**src/rtl/cu_pkg.sv**
```systemverilog
// rtl/cu_pkg.sv - shared types and encodings for the LEGv8 control unit
package cu_pkg;

  typedef enum logic [2:0] {
    S_FETCH  = 3'd0,
    S_EXEC   = 3'd1,
    S_MEM    = 3'd2,
    S_BRANCH = 3'd3,
    S_HALT   = 3'd4
  } state_e;

  typedef enum logic [2:0] {
    C_R, C_I, C_LDUR, C_STUR, C_B, C_CBZ, C_CBNZ, C_ILL
  } cls_e;

  localparam logic [4:0] FS_AND = 5'b00000;
  localparam logic [4:0] FS_OR  = 5'b00100;
  localparam logic [4:0] FS_ADD = 5'b01000;
  localparam logic [4:0] FS_SUB = 5'b01001;
  localparam logic [4:0] FS_XOR = 5'b01100;

  localparam logic [2:0] DS_ALU = 3'b000;
  localparam logic [2:0] DS_RAM = 3'b001;
  localparam logic [2:0] DS_ROM = 3'b011;

  localparam logic [1:0] PS_HOLD = 2'b00;
  localparam logic [1:0] PS_INC  = 2'b01;
  localparam logic [1:0] PS_ADDK = 2'b11;

  localparam logic [10:0] OP_ADD  = 11'b10001011000;
  localparam logic [10:0] OP_SUB  = 11'b11001011000;
  localparam logic [10:0] OP_AND  = 11'b10001010000;
  localparam logic [10:0] OP_ORR  = 11'b10101010000;
  localparam logic [10:0] OP_EOR  = 11'b11001010000;
  localparam logic [9:0]  OP_ADDI = 10'b1001000100;
  localparam logic [9:0]  OP_SUBI = 10'b1101000100;
  localparam logic [9:0]  OP_ANDI = 10'b1001001000;
  localparam logic [9:0]  OP_ORRI = 10'b1011001000;
  localparam logic [10:0] OP_LDUR = 11'b11111000010;
  localparam logic [10:0] OP_STUR = 11'b11111000000;
  localparam logic [5:0]  OP_B    = 6'b000101;
  localparam logic [7:0]  OP_CBZ  = 8'b10110100;
  localparam logic [7:0]  OP_CBNZ = 8'b10110101;

endpackage

```
**src/rtl/cu_decoder.sv**
```systemverilog
// rtl/cu_decoder.sv - combinational instruction classifier and field extractor
module cu_decoder
  import cu_pkg::*;
#(
  parameter int DATA_W = 64
) (
  input  logic [31:0]       ir_i,
  output cls_e              cls_o,
  output logic [4:0]        rd_o,
  output logic [4:0]        rn_o,
  output logic [4:0]        rm_o,
  output logic [4:0]        fs_o,
  output logic              c0_o,
  output logic [DATA_W-1:0] k_imm_o,
  output logic [DATA_W-1:0] k_dt_o,
  output logic [DATA_W-1:0] k_br_o,
  output logic [DATA_W-1:0] k_cb_o
);

  assign rd_o = ir_i[4:0];
  assign rn_o = ir_i[9:5];
  assign rm_o = ir_i[20:16];

  // Branch offsets are pre-reduced by 4 because the PC already advanced in FETCH
  assign k_imm_o = {{(DATA_W-12){1'b0}}, ir_i[21:10]};
  assign k_dt_o  = {{(DATA_W-9){ir_i[20]}}, ir_i[20:12]};
  assign k_br_o  = {{(DATA_W-28){ir_i[25]}}, ir_i[25:0], 2'b00} - DATA_W'(4);
  assign k_cb_o  = {{(DATA_W-21){ir_i[23]}}, ir_i[23:5], 2'b00} - DATA_W'(4);

  always_comb begin
    cls_o = C_ILL;
    fs_o  = FS_ADD;
    c0_o  = 1'b0;
    if (ir_i[31:24] == OP_CBZ) begin
      cls_o = C_CBZ;
    end else if (ir_i[31:24] == OP_CBNZ) begin
      cls_o = C_CBNZ;
    end else if (ir_i[31:26] == OP_B) begin
      cls_o = C_B;
    end else if (ir_i[31:21] == OP_LDUR) begin
      cls_o = C_LDUR;
    end else if (ir_i[31:21] == OP_STUR) begin
      cls_o = C_STUR;
    end else begin
      case (ir_i[31:21])
        OP_ADD:  begin cls_o = C_R; fs_o = FS_ADD; end
        OP_SUB:  begin cls_o = C_R; fs_o = FS_SUB; c0_o = 1'b1; end
        OP_AND:  begin cls_o = C_R; fs_o = FS_AND; end
        OP_ORR:  begin cls_o = C_R; fs_o = FS_OR;  end
        OP_EOR:  begin cls_o = C_R; fs_o = FS_XOR; end
        default: begin
          case (ir_i[31:22])
            OP_ADDI: begin cls_o = C_I; fs_o = FS_ADD; end
            OP_SUBI: begin cls_o = C_I; fs_o = FS_SUB; c0_o = 1'b1; end
            OP_ANDI: begin cls_o = C_I; fs_o = FS_AND; end
            OP_ORRI: begin cls_o = C_I; fs_o = FS_OR;  end
            default: cls_o = C_ILL;
          endcase
        end
      endcase
    end
  end

endmodule

```
**src/rtl/control_unit.sv**
```systemverilog
// rtl/control_unit.sv - multi-cycle LEGv8 control FSM producing the datapath control word
module control_unit
  import cu_pkg::*;
#(
  parameter int DATA_W = 64,
  parameter int IR_W   = 32
) (
  input  logic              clk,
  input  logic              rst,
  input  logic [IR_W-1:0]   IR,
  input  logic [3:0]        SF,
  output logic              AS,
  output logic [2:0]        DS,
  output logic [1:0]        PS,
  output logic              PC_Sel,
  output logic              K_Sel,
  output logic              IL,
  output logic              SL,
  output logic [4:0]        FS,
  output logic              C0,
  output logic              MW,
  output logic              RW,
  output logic [4:0]        DA,
  output logic [4:0]        SA,
  output logic [4:0]        SB,
  output logic [DATA_W-1:0] K,
  output logic              halted,
  output logic [2:0]        state
);

  state_e              state_q, state_d;
  cls_e                cls;
  logic [4:0]          rd, rn, rm, dec_fs;
  logic                dec_c0, taken;
  logic [DATA_W-1:0]   k_imm, k_dt, k_br, k_cb;
  logic                unused_sf;

  cu_decoder #(.DATA_W(DATA_W)) u_dec (
    .ir_i    (IR[31:0]),
    .cls_o   (cls),
    .rd_o    (rd),
    .rn_o    (rn),
    .rm_o    (rm),
    .fs_o    (dec_fs),
    .c0_o    (dec_c0),
    .k_imm_o (k_imm),
    .k_dt_o  (k_dt),
    .k_br_o  (k_br),
    .k_cb_o  (k_cb)
  );

  assign unused_sf = ^SF[3:1];
  assign taken     = ((cls == C_CBZ) & SF[0]) | ((cls == C_CBNZ) & ~SF[0]);

  always_ff @(posedge clk or negedge rst) begin
    if (!rst) state_q <= S_FETCH;
    else      state_q <= state_d;
  end

  always_comb begin
    state_d = state_q;
    AS = 1'b0; DS = DS_ALU; PS = PS_HOLD; PC_Sel = 1'b0; K_Sel = 1'b0;
    IL = 1'b0; SL = 1'b0; FS = FS_AND; C0 = 1'b0; MW = 1'b0; RW = 1'b0;
    DA = '0; SA = '0; SB = '0; K = '0;
    unique case (state_q)
      S_FETCH: begin
        AS = 1'b1; DS = DS_ROM; PS = PS_INC; IL = 1'b1;
        state_d = S_EXEC;
      end
      S_EXEC: begin
        state_d = S_FETCH;
        case (cls)
          C_R:    begin SA = rn; SB = rm; DA = rd; FS = dec_fs; C0 = dec_c0; RW = 1'b1; end
          C_I:    begin SA = rn; K = k_imm; K_Sel = 1'b1; DA = rd; FS = dec_fs; C0 = dec_c0; RW = 1'b1; end
          C_LDUR: begin SA = rn; K = k_dt; K_Sel = 1'b1; FS = FS_ADD; state_d = S_MEM; end
          C_STUR: begin SA = rn; SB = rd; K = k_dt; K_Sel = 1'b1; FS = FS_ADD; MW = 1'b1; end
          C_B:    begin PS = PS_ADDK; K = k_br; end
          C_CBZ, C_CBNZ: begin
            SA = rd; K_Sel = 1'b1; FS = FS_ADD; SL = 1'b1;
            state_d = S_BRANCH;
          end
          default: state_d = S_HALT;
        endcase
      end
      S_MEM: begin
        SA = rn; K = k_dt; K_Sel = 1'b1; FS = FS_ADD;
        DS = DS_RAM; DA = rd; RW = 1'b1;
        state_d = S_FETCH;
      end
      S_BRANCH: begin
        K = k_cb;
        if (taken) PS = PS_ADDK;
        state_d = S_FETCH;
      end
      S_HALT:  state_d = S_HALT;
      default: state_d = S_FETCH;
    endcase
    // Outputs are combinational, so reset must mask them directly
    if (!rst) begin
      AS = 1'b0; DS = DS_ALU; PS = PS_HOLD; PC_Sel = 1'b0; K_Sel = 1'b0;
      IL = 1'b0; SL = 1'b0; FS = FS_AND; C0 = 1'b0; MW = 1'b0; RW = 1'b0;
      DA = '0; SA = '0; SB = '0; K = '0;
    end
  end

  assign halted = rst & (state_q == S_HALT);
  assign state  = state_q;

endmodule

```
**config.mk**
```make
export PLATFORM = sky130hd
export DESIGN_NAME = control_unit
export DESIGN_NICKNAME = d
export VERILOG_FILES = /design/src/rtl/cu_pkg.sv /design/src/rtl/cu_decoder.sv /design/src/rtl/control_unit.sv
export SDC_FILE = /design/constraint.sdc
export NUM_CORES = 1
export LEC_CHECK = 0
export CORE_UTILIZATION = 52
export CTS_CLUSTER_DIAMETER = 120
export DETAILED_ROUTE_END_ITERATION = 10
export PLACE_DENSITY = 0.84
export SLEW_MARGIN = 20
export SYNTH_ARGS = -nofsm -noshare
export SYNTH_HDL_FRONTEND = slang
export SYNTH_HIERARCHICAL = 1
export SYNTH_SLANG_ARGS = --single-unit
```
**constraint.sdc**
```tcl
create_clock -name clk -period 4.75 [get_ports clk]
set_input_delay 0.475 -clock clk [delete_from_list [all_inputs] [get_ports clk]]
set_output_delay 0.475 -clock clk [all_outputs]
set_load 0.02 [all_outputs]
```
Word level (Yosys, flattened, before mapping)
Index checks and enable logic that the tools add are counted.
{"block": "totals", "ff_bits": 3, "input_bits": 38, "out_inout_bits": 101, "elab_cells": 105}
{"block": "op_classes", "n_addsub": 2, "n_eq_ne": 24, "n_mux": 61, "n_bitwise": 5, "n_reduce_logical": 12}
{"op": "case mux 64 bit (3 select lines)", "count": 2}
{"op": "== test 11 bit (second input constant)", "count": 7}
{"op": "two-way mux 64 bit", "count": 1}
{"op": "case mux 5 bit (2 select lines)", "count": 6}
{"op": "two-way mux 5 bit", "count": 11}
{"op": "== test 10 bit (second input constant)", "count": 4}
{"op": "subtractor 28 x 4 -> 29 bit (second input constant)", "count": 1}
{"op": "case mux 5 bit (5 select lines)", "count": 1}
{"op": "two-way mux 3 bit", "count": 8}
{"op": "subtractor 21 x 4 -> 22 bit (second input constant)", "count": 1}
{"op": "two-way mux 1 bit", "count": 21}
{"op": "OR reduction 4 bit", "count": 5}
{"op": "case mux 3 bit (3 select lines)", "count": 2}
{"op": "== test 8 bit (second input constant)", "count": 2}
{"op": "== test 3 x 2 -> 1 bit (second input constant)", "count": 4}
{"op": "== test 3 bit (second input constant)", "count": 4}
{"op": "case mux 4 bit (3 select lines)", "count": 1}
{"op": "OR reduction 5 bit", "count": 2}
{"op": "== test 3 x 1 -> 1 bit (second input constant)", "count": 2}
{"op": "== test 6 x 3 -> 1 bit (second input constant)", "count": 1}
{"op": "logical NOT 3 bit", "count": 2}
{"op": "two-way mux 2 bit", "count": 3}
{"op": "case mux 1 bit (2 select lines)", "count": 3}
{"op": "case mux 2 bit (3 select lines)", "count": 1}
{"op": "5 further kinds", "count": 9}

Depth between registers and ports, before layout
{"block": "depth", "ltp_word": 15, "depth_mapped": 11, "ltp_nobuf": 8}

By module
Netlist, hierarchy kept.
{"mod": "cu_decoder", "n_inst": 1, "cells_per_inst": 391, "area_each_um2": 2795.2, "seq_area_each_um2": 0.0}
{"mod": "control_unit", "n_inst": 1, "cells_per_inst": 391, "area_each_um2": 2582.5, "seq_area_each_um2": 75.1}

Least setup slack after synthesis
Ideal clock, no wire load.
{"block": "synth_path", "kind": "input-to-output", "startpoint": "input port IR[10]", "endpoint": "output port K[22]", "arrival_ns": 3.559, "required_ns": 4.275, "slack_ns": 0.716, "path_stages": 7, "n_path_buf": 2, "cell_sequence": "buf_2 nor4_2 nand2_1 o21bai_1 buf_4 a32oi_1 o221ai_1"}
{"block": "synth_via", "word_cells_on_any_way": 5, "classes_between": "add/sub (2); mux (3)"}
{"element": "start, declared", "line_no": "control_unit.sv:10", "source": "input logic [IR_W-1:0] IR,"}
{"element": "subtractor 21 x 4 -> 22 bit", "line_no": "cu_decoder.sv:28", "source": "assign k_cb_o = {{(DATA_W-21){ir_i[23]}}, ir_i[23:5], 2'b00} - DATA_W'(4);"}
{"element": "via k_cb[21]", "line_no": "control_unit.sv:35", "source": "logic [DATA_W-1:0] k_imm, k_dt, k_br, k_cb;"}
{"element": "case mux 64 bit (3 select lines)", "line_no": "control_unit.sv:65", "source": "unique case (state_q)"}
{"element": "two-way mux 64 bit", "line_no": "control_unit.sv:99", "source": "if (!rst) begin"}
{"element": "end, declared", "line_no": "control_unit.sv:26", "source": "output logic [DATA_W-1:0] K,"}
The timed path passes the listed nets, and every way through them passes these cells.

Worst setup path in the final report
{"block": "layout_path", "startpoint": "input port IR[21]", "endpoint": "output port K[62]"}
{"block": "layout_via", "elab_chain_cells": 13, "word_cells_on_any_way": 24, "classes_between": "add/sub (2); eq/ne (11); mux (9); reduce/logical (2)"}
{"element": "== test 11 bit", "line_no": "cu_decoder.sv:45", "source": "case (ir_i[31:21])"}
{"element": "OR reduction 5 bit (no source line)"}
{"element": "two-way mux 3 bit", "line_no": "cu_decoder.sv:45"}
{"element": "two-way mux 3 bit", "line_no": "cu_decoder.sv:42", "source": "end else if (ir_i[31:21] == OP_STUR) begin"}
{"element": "two-way mux 3 bit *", "line_no": "cu_decoder.sv:40", "source": "end else if (ir_i[31:21] == OP_LDUR) begin"}
{"element": "two-way mux 3 bit *", "line_no": "cu_decoder.sv:38", "source": "end else if (ir_i[31:26] == OP_B) begin"}
{"element": "two-way mux 3 bit *", "line_no": "cu_decoder.sv:36", "source": "end else if (ir_i[31:24] == OP_CBNZ) begin"}
{"element": "two-way mux 3 bit *", "line_no": "cu_decoder.sv:34", "source": "if (ir_i[31:24] == OP_CBZ) begin"}
{"element": "via cls[1]", "line_no": "control_unit.sv:32", "source": "cls_e cls;"}
{"element": "== test 3 x 2 -> 1 bit", "line_no": "control_unit.sv:72", "source": "case (cls)"}
{"element": "OR reduction 2 bit (no source line)"}
{"element": "case mux 64 bit (3 select lines) *", "line_no": "control_unit.sv:72"}
{"element": "case mux 64 bit (3 select lines) *", "line_no": "control_unit.sv:65"}
{"element": "two-way mux 64 bit *", "line_no": "control_unit.sv:99"}
Mark *: on every way through the listed nets, which the timed path passes. The rest lies on a longest branch.

==> results by group <==
Power and ir drop
  • Total Power Consumption: 701.0 uW
  • Maximum ir drop on the vdd rail: 0.2299 mV
  • Power per cell area: 132.6 nW/um^2
  • Static leakage: 1.923 nW

Floorplanning
  • Total core area: 9910 um^2
  • Starting density of the core: 0.5427
  • Die extent in y: 103.7 um
  • Top Ports: 139
  • Overall die area: 10750 um^2
  • Width of the die: 103.7 um
  • Cell Rows: 36

Clock tree
  • Clk slew on worst S/H paths: 0.03 ns
  • TritonCTS sink count: 3
  • Number of buffers inserted by post-CTS setup repair: 0
  • TritonCTS clock tree: done
  • Hold buffers post-CTS: 0
  • TritonCTS Buffers: 3
  • Cts repair resizes: 0
  • Clk Tree Root Cell: clkbuf_8
  • Number of buffers on the longest clock path: 2
  • Maximum level of the CTS H-tree: 1
  • Insertion delay of the later-clocked pin in the worst-skew pair: 0.21 ns

Setup path
  • Worst EP required: 4.28 ns
  • Crit Path Category: in -> out
  • Worst-path fanout max: 25
  • Arrival time reported for the critical path endpoint: 4.11 ns
  • Worst r2r dst: state[2]$_DFF_PN0_
  • Flop-to-flop setup slack: 3.40 ns
  • Endpoint type of the worst setup path: output port
  • Startpoint of the most critical setup path: IR[21]
  • Reg-to-reg startpoint: state[0]$_DFF_PN0_
  • Crit path launch type: primary input
  • Worst setup path endpoint: K[62]
  • Worst r2r path cells: 3

Yosys
  • Mux share of post-synthesis cell area: 0.002094
  • Netlist cell types: 53
  • Most frequently used flop master after synthesis: dfrtp_1
  • Cells after Synth: 782
  • Netlist area before placement: 5378 um^2
  • Cell type with the highest aggregate area in the netlist: buf_4
  • Dominant combinational cell family by area after synthesis: buffers and inverters
  • Cell types occupying the most area after synthesis: buf_4, a32oi_1, o221ai_1
  • Fraction of synthesized cell area in xor and xnor cells: 0.06515
  • Adder-cell share of the synthesized area: 0.004653
  • Seq/Total Area, Yosys: 0.01396
  • Simple-gate portion of the synthesized area: 0.2120
  • Number of synthesis warnings: 6
  • Synthesized area divided by synthesized cell count: 6.877 um^2
  • Fraction of the mapped netlist area in compound gates: 0.2701
  • Number of synthesized register bits: 3
  • Ys async rst share: 1.000
  • Portion of synthesized cell area occupied by the leading cell type: 0.3336
  • Number of synthesized flops with an enable pin: 0

Global route
  • Antenna violations before repair: 0
  • Largest net degree at the start of global routing: 61
  • First-pass GRT wire length: 22470 um
  • GRT Resource Usage Total: 0.2445
  • Number of global-route vias before repair: 4685
  • Residual overflow from global routing: 0

Layout
  • Final Net Count: 741
  • Filler Cells Inserted: 956
  • Multi-input gate area in the final layout: 3268 um^2
  • Layout Cells excl Fill: 833
  • Area of all placed cells without fillers: 5286 um^2
  • Leading cell type in the layout, fill and taps excluded: clkdlybuf4s50_1
  • Most frequent cells in the layout: clkdlybuf4s50_1, inv_1, nand3_1, a32oi_1, o221ai_1
  • Register cell area after layout: 75.07 um^2
  • Fraction of final layout cells sized beyond drive strength 1: 0.07286
  • Layout overhead on the synthesized area: -1.698%
  • Count of inserted antenna diode cells: 0
  • Flip-flop count of the largest register, all copies and words added: 3

Route
  • Vias per Instance: 6.050
  • Residual antenna-violating net count after detailed routing: 0
  • Residual DRC: 0
  • Drt first-iter violations: 421
  • Aggregate routed wire length: 14170 um
  • Number of vias in the routed layout: 5040
  • Number of detailed-routing iterations run before antenna repair: 5
  • Routed WL per cell: 17.01 um

Place
  • Total cell area at the placement stage: 5241 um^2
  • Total instance count after detailed placement: 829
  • Final HPWL DP: 9596 um
  • Count of buffers from port buffering: 131
  • Weighted congestion reported at the end of routability-driven placement: 0.8830

STA
  • Slew headroom: 0.2667
  • Period utilization: 0.9649
  • Final number of hold-violating endpoints: 0
  • Unrepaired setup endpoints after global routing: false
  • Setup-violating endpoint count in the final report: 0
  • Final min period: 4.583 ns
  • Setup skew after layout: 0.0005089 ns
  • Post-route setup TNS: 0 ns
  • Achievable frequency: 218.2 MHz
  • Max Slew Vio Count: 0
  • Measured slew at the worst slew-check pin: 1.096 ns

Job
  • Reported max-cap violation count: 0

Hold path
  • Classification of the worst-slack hold path: in -> async

Outcome
  • Status: finished clean
through the flow:
| stage | utilization | hold slack [ns] | setup slack (ns) |
|---|---|---|---|
| floorplan | - | 0.1794 | 0.7163 |
| finish | 0.5335 | 0.5324 | 0.1668 |
| detailed placement | 0.5289 | 0.7484 | 0.2518 |
| global placement | 0.5289 | 0.7429 | 0.3127 |
| global route | 0.5335 | 0.5330 | 0.04445 |
| CTS | 0.5335 | 0.5217 | 0.2516 |
Yosys cell counts, types with 4 or more instances:
cell type / number
nor4_2: 5
xor2_1: 24
nand2_1: 17
o21ai_0: 4
nor3_1: 13
inv_1: 74
nor2_1: 25
o31ai_1: 4
a32oi_1: 65
nor3b_1: 6
clkbuf_1: 27
buf_2: 27
a21oi_1: 10
nand4_1: 4
buf_4: 239
nor2b_1: 9
nand2b_1: 4
a22o_1: 11
nand3_1: 70
xnor2_1: 16
o221ai_1: 64
and2_1: 14
worst max-delay path: stages:
cell and delay [ns]:
clkdlybuf4s50_1 0.48, nor3b_1 0.53, nand4_1 0.22, a21bo_2 0.25, a31oi_1 0.08, and4bb_1 0.30
o21ai_4 0.60, buf_4 0.38, o221ai_1 0.19, clkdlybuf4s50_1 0.59
worst min-delay path by stage:
stage / start / to / slack (ns) / cells past startpoint
2_1_floorplan: rst / state[0]$_DFF_PN0_ / 0.18 / 0
5_1_grt: rst / state[1]$_DFF_PN0_ / 0.53 / 1
4_1_cts: rst / state[2]$_DFF_PN0_ / 0.52 / 1
3_5_place_dp: rst / state[1]$_DFF_PN0_ / 0.75 / 1
3_3_place_gp: rst / state[1]$_DFF_PN0_ / 0.74 / 1
6_report: rst / state[1]$_DFF_PN0_ / 0.53 / 1
layer usage:
metal  share of wire  vias to the layer above  track usage
met1            0.42                     2376       0.3149
li1                -                     2368            -
met2            0.48                      271       0.4199
met4           0.018                        0      0.08265
met3           0.079                       25      0.02958
met5               0                        -            0
cell type report:
| cell class | instances | share of cell area |
|---|---|---|
| inverters | 74 | 0.05254 |
| flip-flops and latches | 3 | 0.01420 |
| clock buffers | 4 | 0.008521 |
| multi-input cells | 468 | 0.6182 |
| repair buffers | 151 | 0.2750 |
| well taps | 133 | 0.03148 |
report_power, final:
| group | switching [mW] | total [mW] | internal [mW] |
|---|---|---|---|
| Clock | 0.0153 | 0.0724 | 0.0571 |
| Combinational | 0.372 | 0.551 | 0.179 |
| Sequential | 0.0441 | 0.0780 | 0.0339 |
| Total | 0.431 | 0.701 | 0.270 |
cells by family (layout without fill, tap and decap cells):
kind of cell    count (synthesis)  count (layout)
mux                             1               1
compound gates                175             175
other cells                     2              60
simple gates                  190             190
fa+ha+maj                       2               2
flops                           3               3
xor+xnor                       40              40
buf+inv                       369             229
No activity file was read; power rests on OpenSTA's default activity.
==> RTL edit 1 (same settings) <==
`DATA_W` is set to 64 in 2 places; all go to 128.
--- a/src/rtl/cu_decoder.sv
+++ b/src/rtl/cu_decoder.sv
@@ -2,7 +2,7 @@
 module cu_decoder
   import cu_pkg::*;
 #(
-  parameter int DATA_W = 64
+  parameter int DATA_W = 128
 ) (
   input  logic [31:0]       ir_i,
   output cls_e              cls_o,
--- a/src/rtl/control_unit.sv
+++ b/src/rtl/control_unit.sv
@@ -2,7 +2,7 @@
 module control_unit
   import cu_pkg::*;
 #(
-  parameter int DATA_W = 64,
+  parameter int DATA_W = 128,
   parameter int IR_W   = 32
 ) (
   input  logic              clk,
Ports: changed (resized K); port bits go from 139 to 203. No check against the original RTL was run, so the function may have changed too.
==> RTL edit 1 against the original RTL <==
Die area up 71%. Non-clock buffer count up 84. Critical endpoint is now K[123]. Final area up 58%. Clock power up 84%. Count of clock-buffer cells in the layout unchanged. Area after synthesis up 72%. Sequential cell count unchanged. Total power up 55%. Wire length up 62%. Setup slack better by 0.23 ns.
==> RTL edit 1: results (changes against the original RTL) <==
| Metric | Value |
|---|---|
| Slew at the pin closest to its max-slew limit | `1.09 ns (-0.00880 ns)` |
| Synth Area in Compound Gates | `27.7% (+0.73 points)` |
| Drt initial violations | `792 (+88%)` |
| Leak pwr | `3.05 nW (+59%)` |
| Clk_skew | `0.000364 ns (-0.000145 ns)` |
| Port Buffers | `195 (+49%)` |
| Final worst slack | `0.394 ns (+0.227 ns)` |
| Largest net degree at the start of global routing | `108 (+77%)` |
| Worst reg2reg setup slack | `3.35 ns (-0.05 ns)` |
| Root Buffer | `clkbuf_16` |
| Critical Path Slowest Stage Cell | `clkdlybuf4s50_1` |
| Routability cong. | `0.957 (+8.4%)` |
| Gr usage total | `23.0% (-1.5 points)` |
| Synth cell types | `55 (+3.8%)` |
| Status | `completed` |
| Peak supply drop | `248 uV (+7.7%)` |
| Last element of the critical path | `K[123]` |
| Met1 global-route usage | `30.0% (-1.5 points)` |
| Share of layout cells above drive strength 1 | `6.61% (-0.67 points)` |
| Mean number of vias per cell | `6.03 (-0.30%)` |
| Met3 Resource Use GR | `2.96% (about the same)` |
| Net switching fraction of the power | `63.7% (+2.2 points)` |
| DRT Wirelength | `22.9 mm (+62%)` |
| Nets | `1145 (+55%)` |
| Top post-synthesis cells by area | `buf_4 40%, a32oi_1 12%, o221ai_1 12%` |
| Max FO, Critical Path | `34 (+36%)` |
| First-pass GRT wire length | `35.6 mm (+58%)` |
| Pre-CTS WS | `0.429 ns (+0.178 ns)` |
[RTL edit 1: cell count changes after synthesis, sizes merged]
cell,before,now
o221ai,64,128
inv,74,138
buf,268,551
nand3,70,134
clkbuf,27,51
nor4bb,2,1
and4bb,1,2
a32oi,65,129
[RTL edit 1: metrics by stage]
step,hold slack [ns],power (mW),instances,cell area (sq um),utilization [%]
CTS,0.529,1.07,1329,8330,48.0
finish,0.529,1.09,1329,8330,48.0
detailed placement,0.720,0.934,1325,8250,47.6
global route,0.548,1.15,1329,8330,48.0
global placement,0.696,0.901,1324,8230,47.4
floorplan,0.179,0.924,1467,9730,-
[RTL edit 1: power by group through the flow]
| stage | clock (mW) | combinational [mW] | sequential, mW |
|---|---|---|---|
| after floorplan | 0 | 0.872 | 0.0517 |
| after global placement | 0 | 0.829 | 0.0726 |
| after detailed placement | 0 | 0.859 | 0.0749 |
| after CTS | 0.136 | 0.863 | 0.0748 |
| after global routing | 0.138 | 0.932 | 0.0795 |
| final | 0.133 | 0.877 | 0.0764 |
[RTL edit 1: metal layers]
metal / vias to the layer above / part of all wire [%]
li1: 3757 / -
met1: 3783 / 41
met2: 442 / 50
met3: 35 / 8.2
met4: 0 / 1.4
met5: - / 0
[RTL edit 1: area by class of cell]
cell class | count | share of cell area (%)
clock buffer | 4 | 0.946
inverter | 138 | 6.22
multi-input combinational | 724 | 59.5
sequential | 3 | 0.901
tap | 225 | 3.38
timing repair buffer | 235 | 29.1
[RTL edit 1: worst reg2reg max path: stages (launching register included)]
cell and delay (ns):
dfrtp_1 0.77, nand4_1 0.17, mux2_2 0.29, nor2_1 0.09
==> RTL edit 2 (config.mk and constraints unchanged) <==
Without the edit above. Register the inputs `IR` and `SF` before use, without a reset. The logic sees them one clock later.
--- a/src/rtl/control_unit.sv
+++ b/src/rtl/control_unit.sv
@@ -28,6 +28,14 @@
   output logic [2:0]        state
 );
 
+  logic [IR_W-1:0] IR_q;
+  logic [3:0] SF_q;
+
+  always_ff @(posedge clk) begin
+    IR_q <= IR;
+    SF_q <= SF;
+  end
+
   state_e              state_q, state_d;
   cls_e                cls;
   logic [4:0]          rd, rn, rm, dec_fs;
@@ -36,7 +44,7 @@
   logic                unused_sf;
 
   cu_decoder #(.DATA_W(DATA_W)) u_dec (
-    .ir_i    (IR[31:0]),
+    .ir_i    (IR_q[31:0]),
     .cls_o   (cls),
     .rd_o    (rd),
     .rn_o    (rn),
@@ -49,8 +57,8 @@
     .k_cb_o  (k_cb)
   );
 
-  assign unused_sf = ^SF[3:1];
-  assign taken     = ((cls == C_CBZ) & SF[0]) | ((cls == C_CBNZ) & ~SF[0]);
+  assign unused_sf = ^SF_q[3:1];
+  assign taken     = ((cls == C_CBZ) & SF_q[0]) | ((cls == C_CBNZ) & ~SF_q[0]);
 
   always_ff @(posedge clk or negedge rst) begin
     if (!rst) state_q <= S_FETCH;
Function: changed (a bounded check fails within 4 cycles, from zero or initial values and one cycle with rst low).
==> RTL edit 2 against the original RTL <==
Area after synthesis is 12% higher. Total power increased by 84%. Setup slack gained 0.29 ns. Count of clock-buffer cells in the layout up 1. Final area up 15%. Sequential cell count increased by 33. Worst hold slack got worse by 0.089 ns. Wire length rose by 0.94%. Final cell count up 4.7%. Sequential share of layout area grew 11 points. Largest cell class unchanged.
==> RTL edit 2: results (changes against the original RTL) <==
| Metric | Value |
|---|---|
| Placed Area | `0.00591 sq mm (+13%)` |
| Root Buffer | `clkbuf_16` |
| CP arrival | `3.81 ns (-0.30 ns)` |
| Gr usage total | `23.8% (-0.69 points)` |
| Largest register FFs | `32 (+29)` |
| Worst skew pair latency | `0.28 ns (+0.07 ns)` |
| Top post-synthesis cells by area | `buf_4 30%, dfxtp_1 11%, a32oi_1 9.4%` |
| Status | `completed` |
| Mean number of vias per cell | `5.91 (-2.3%)` |
| Top reg by flops | `IR_q` |
| TritonCTS buffer count | `5 (+2)` |
| Dominant synthesized flop cell | `dfxtp_1` |
| Postcts setup bufs | `0 (unchanged)` |
| Peak supply drop | `262 uV (+14%)` |
| Clk_skew | `0.00407 ns (+0.00356 ns)` |
| Post-synth top cells | `239 x buf_4, 74 x inv_1, 70 x nand3_1` |
| Share of layout cells above drive strength 1 | `6.83% (-0.46 points)` |
| Max FO, Critical Path | `64 (+160%)` |
| Worst reg2reg setup slack | `2.27 ns (-1.13 ns)` |
| First-pass GRT wire length | `23.3 mm (+3.5%)` |
| Routability cong. | `0.913 (+3.4%)` |
| Drt initial violations | `709 (+68%)` |
| FFs w/ async S/R, synth | `8.33% (-92 points)` |
| Final Non-Filler Cells | `872 (+4.7%)` |
| DPL Wire Length | `9.27 mm (-3.4%)` |
| Max_slew headroom | `45.5% (+19 points)` |
| Leak pwr | `2.24 nW (+16%)` |
| Synth cell types | `54 (+1.9%)` |
| Nets | `771 (+4.0%)` |
| H-tree depth | `2 (+1)` |
| Number of global-route vias before repair | `4650 (-0.75%)` |
| Register area share after synthesis | `12.2% (+11 points)` |
| Largest net degree at the start of global routing | `65 (+6.6%)` |
| Reg clk slew, reported paths | `0.06 ns (+0.03 ns)` |
| Cells after DPL | `864 (+4.2%)` |
| DRT Wirelength | `14.3 mm (+0.94%)` |
| Mean Syn Cell Area | `7.41 sq um (+7.7%)` |
RTL edit 2: critical path, stage by stage, from the launching register on:
cell,delay (ns)
dfxtp_1,0.42
or4b_2,0.69
nor4_1,0.22
a21oi_1,0.06
and2_1,0.32
nor3b_2,0.22
buf_4,0.57
nand3_1,0.19
o221ai_1,0.14
clkdlybuf4s50_1,0.66
RTL edit 2: power breakdown:
part | switching (mW) | leakage [nW] | internal, mW | total (mW)
Combinational | 0.335 | 1.84 | 0.177 | 0.513
Clock | 0.129 | 0.0798 | 0.246 | 0.375
Sequential | 0.0758 | 0.317 | 0.326 | 0.402
RTL edit 2: cells by family (layout without fill, tap and decap cells):
family	after synthesis	count (layout)	share of synthesized area (%)
other cells	2	60	0.124
flops	36	36	12.2
buf+inv	369	228	38.4
simple gates	190	190	18.9
mux	1	1	0.186
fa+ha+maj	2	2	0.414
compound gates	175	175	24.1
xor+xnor	40	40	5.80
RTL edit 2: routing by layer:
layer  GRT usage (%)  share of wire, %  up-vias
li1                -                 -     2463
met1            29.5                41     2353
met2            40.0                47      300
met3            4.74               8.5       36
met4            9.71               3.0        0
met5               0                 0        -
RTL edit 2: worst paths after layout:
| check | end | start | depth (start not counted) |
|---|---|---|---|
| min in group clk | IR_q[20]$_DFF_P_ | IR[20] | 1 |
| worst max register to register | state[2]$_DFF_PN0_ | IR_q[21]$_DFF_P_ | 8 |
| worst min-delay path | state[1]$_DFF_PN0_ | rst | 1 |
| worst min register to register | state[0]$_DFF_PN0_ | state[2]$_DFF_PN0_ | 1 |
| worst max-delay path | K[13] | IR_q[23]$_DFF_P_ | 9 |
| max in group asynchronous | state[2]$_DFF_PN0_ | rst | 1 |
RTL edit 2: layout make-up:
class                   count  area [sq um]
fillers                  1013          5000
clock buffers               5           125
clock inverters             3          42.5
multi-input cells         468          3270
well taps                 140           175
repair buffers            146          1450
inverters                  74           278
flip-flops and latches     36           737
RTL edit 2: stage by stage:
stage | setup WS (ns) | power [mW] | hold WS, ns | utilization, %
global placement | 0.897 | 0.907 | 0.750 | 53.3
floorplan | 0.671 | 0.875 | 0.179 | -
CTS | 0.513 | 1.28 | 0.440 | 54.8
finish | 0.460 | 1.29 | 0.444 | 54.8
global route | 0.298 | 1.35 | 0.457 | 54.8
detailed placement | 0.819 | 0.911 | 0.741 | 53.3
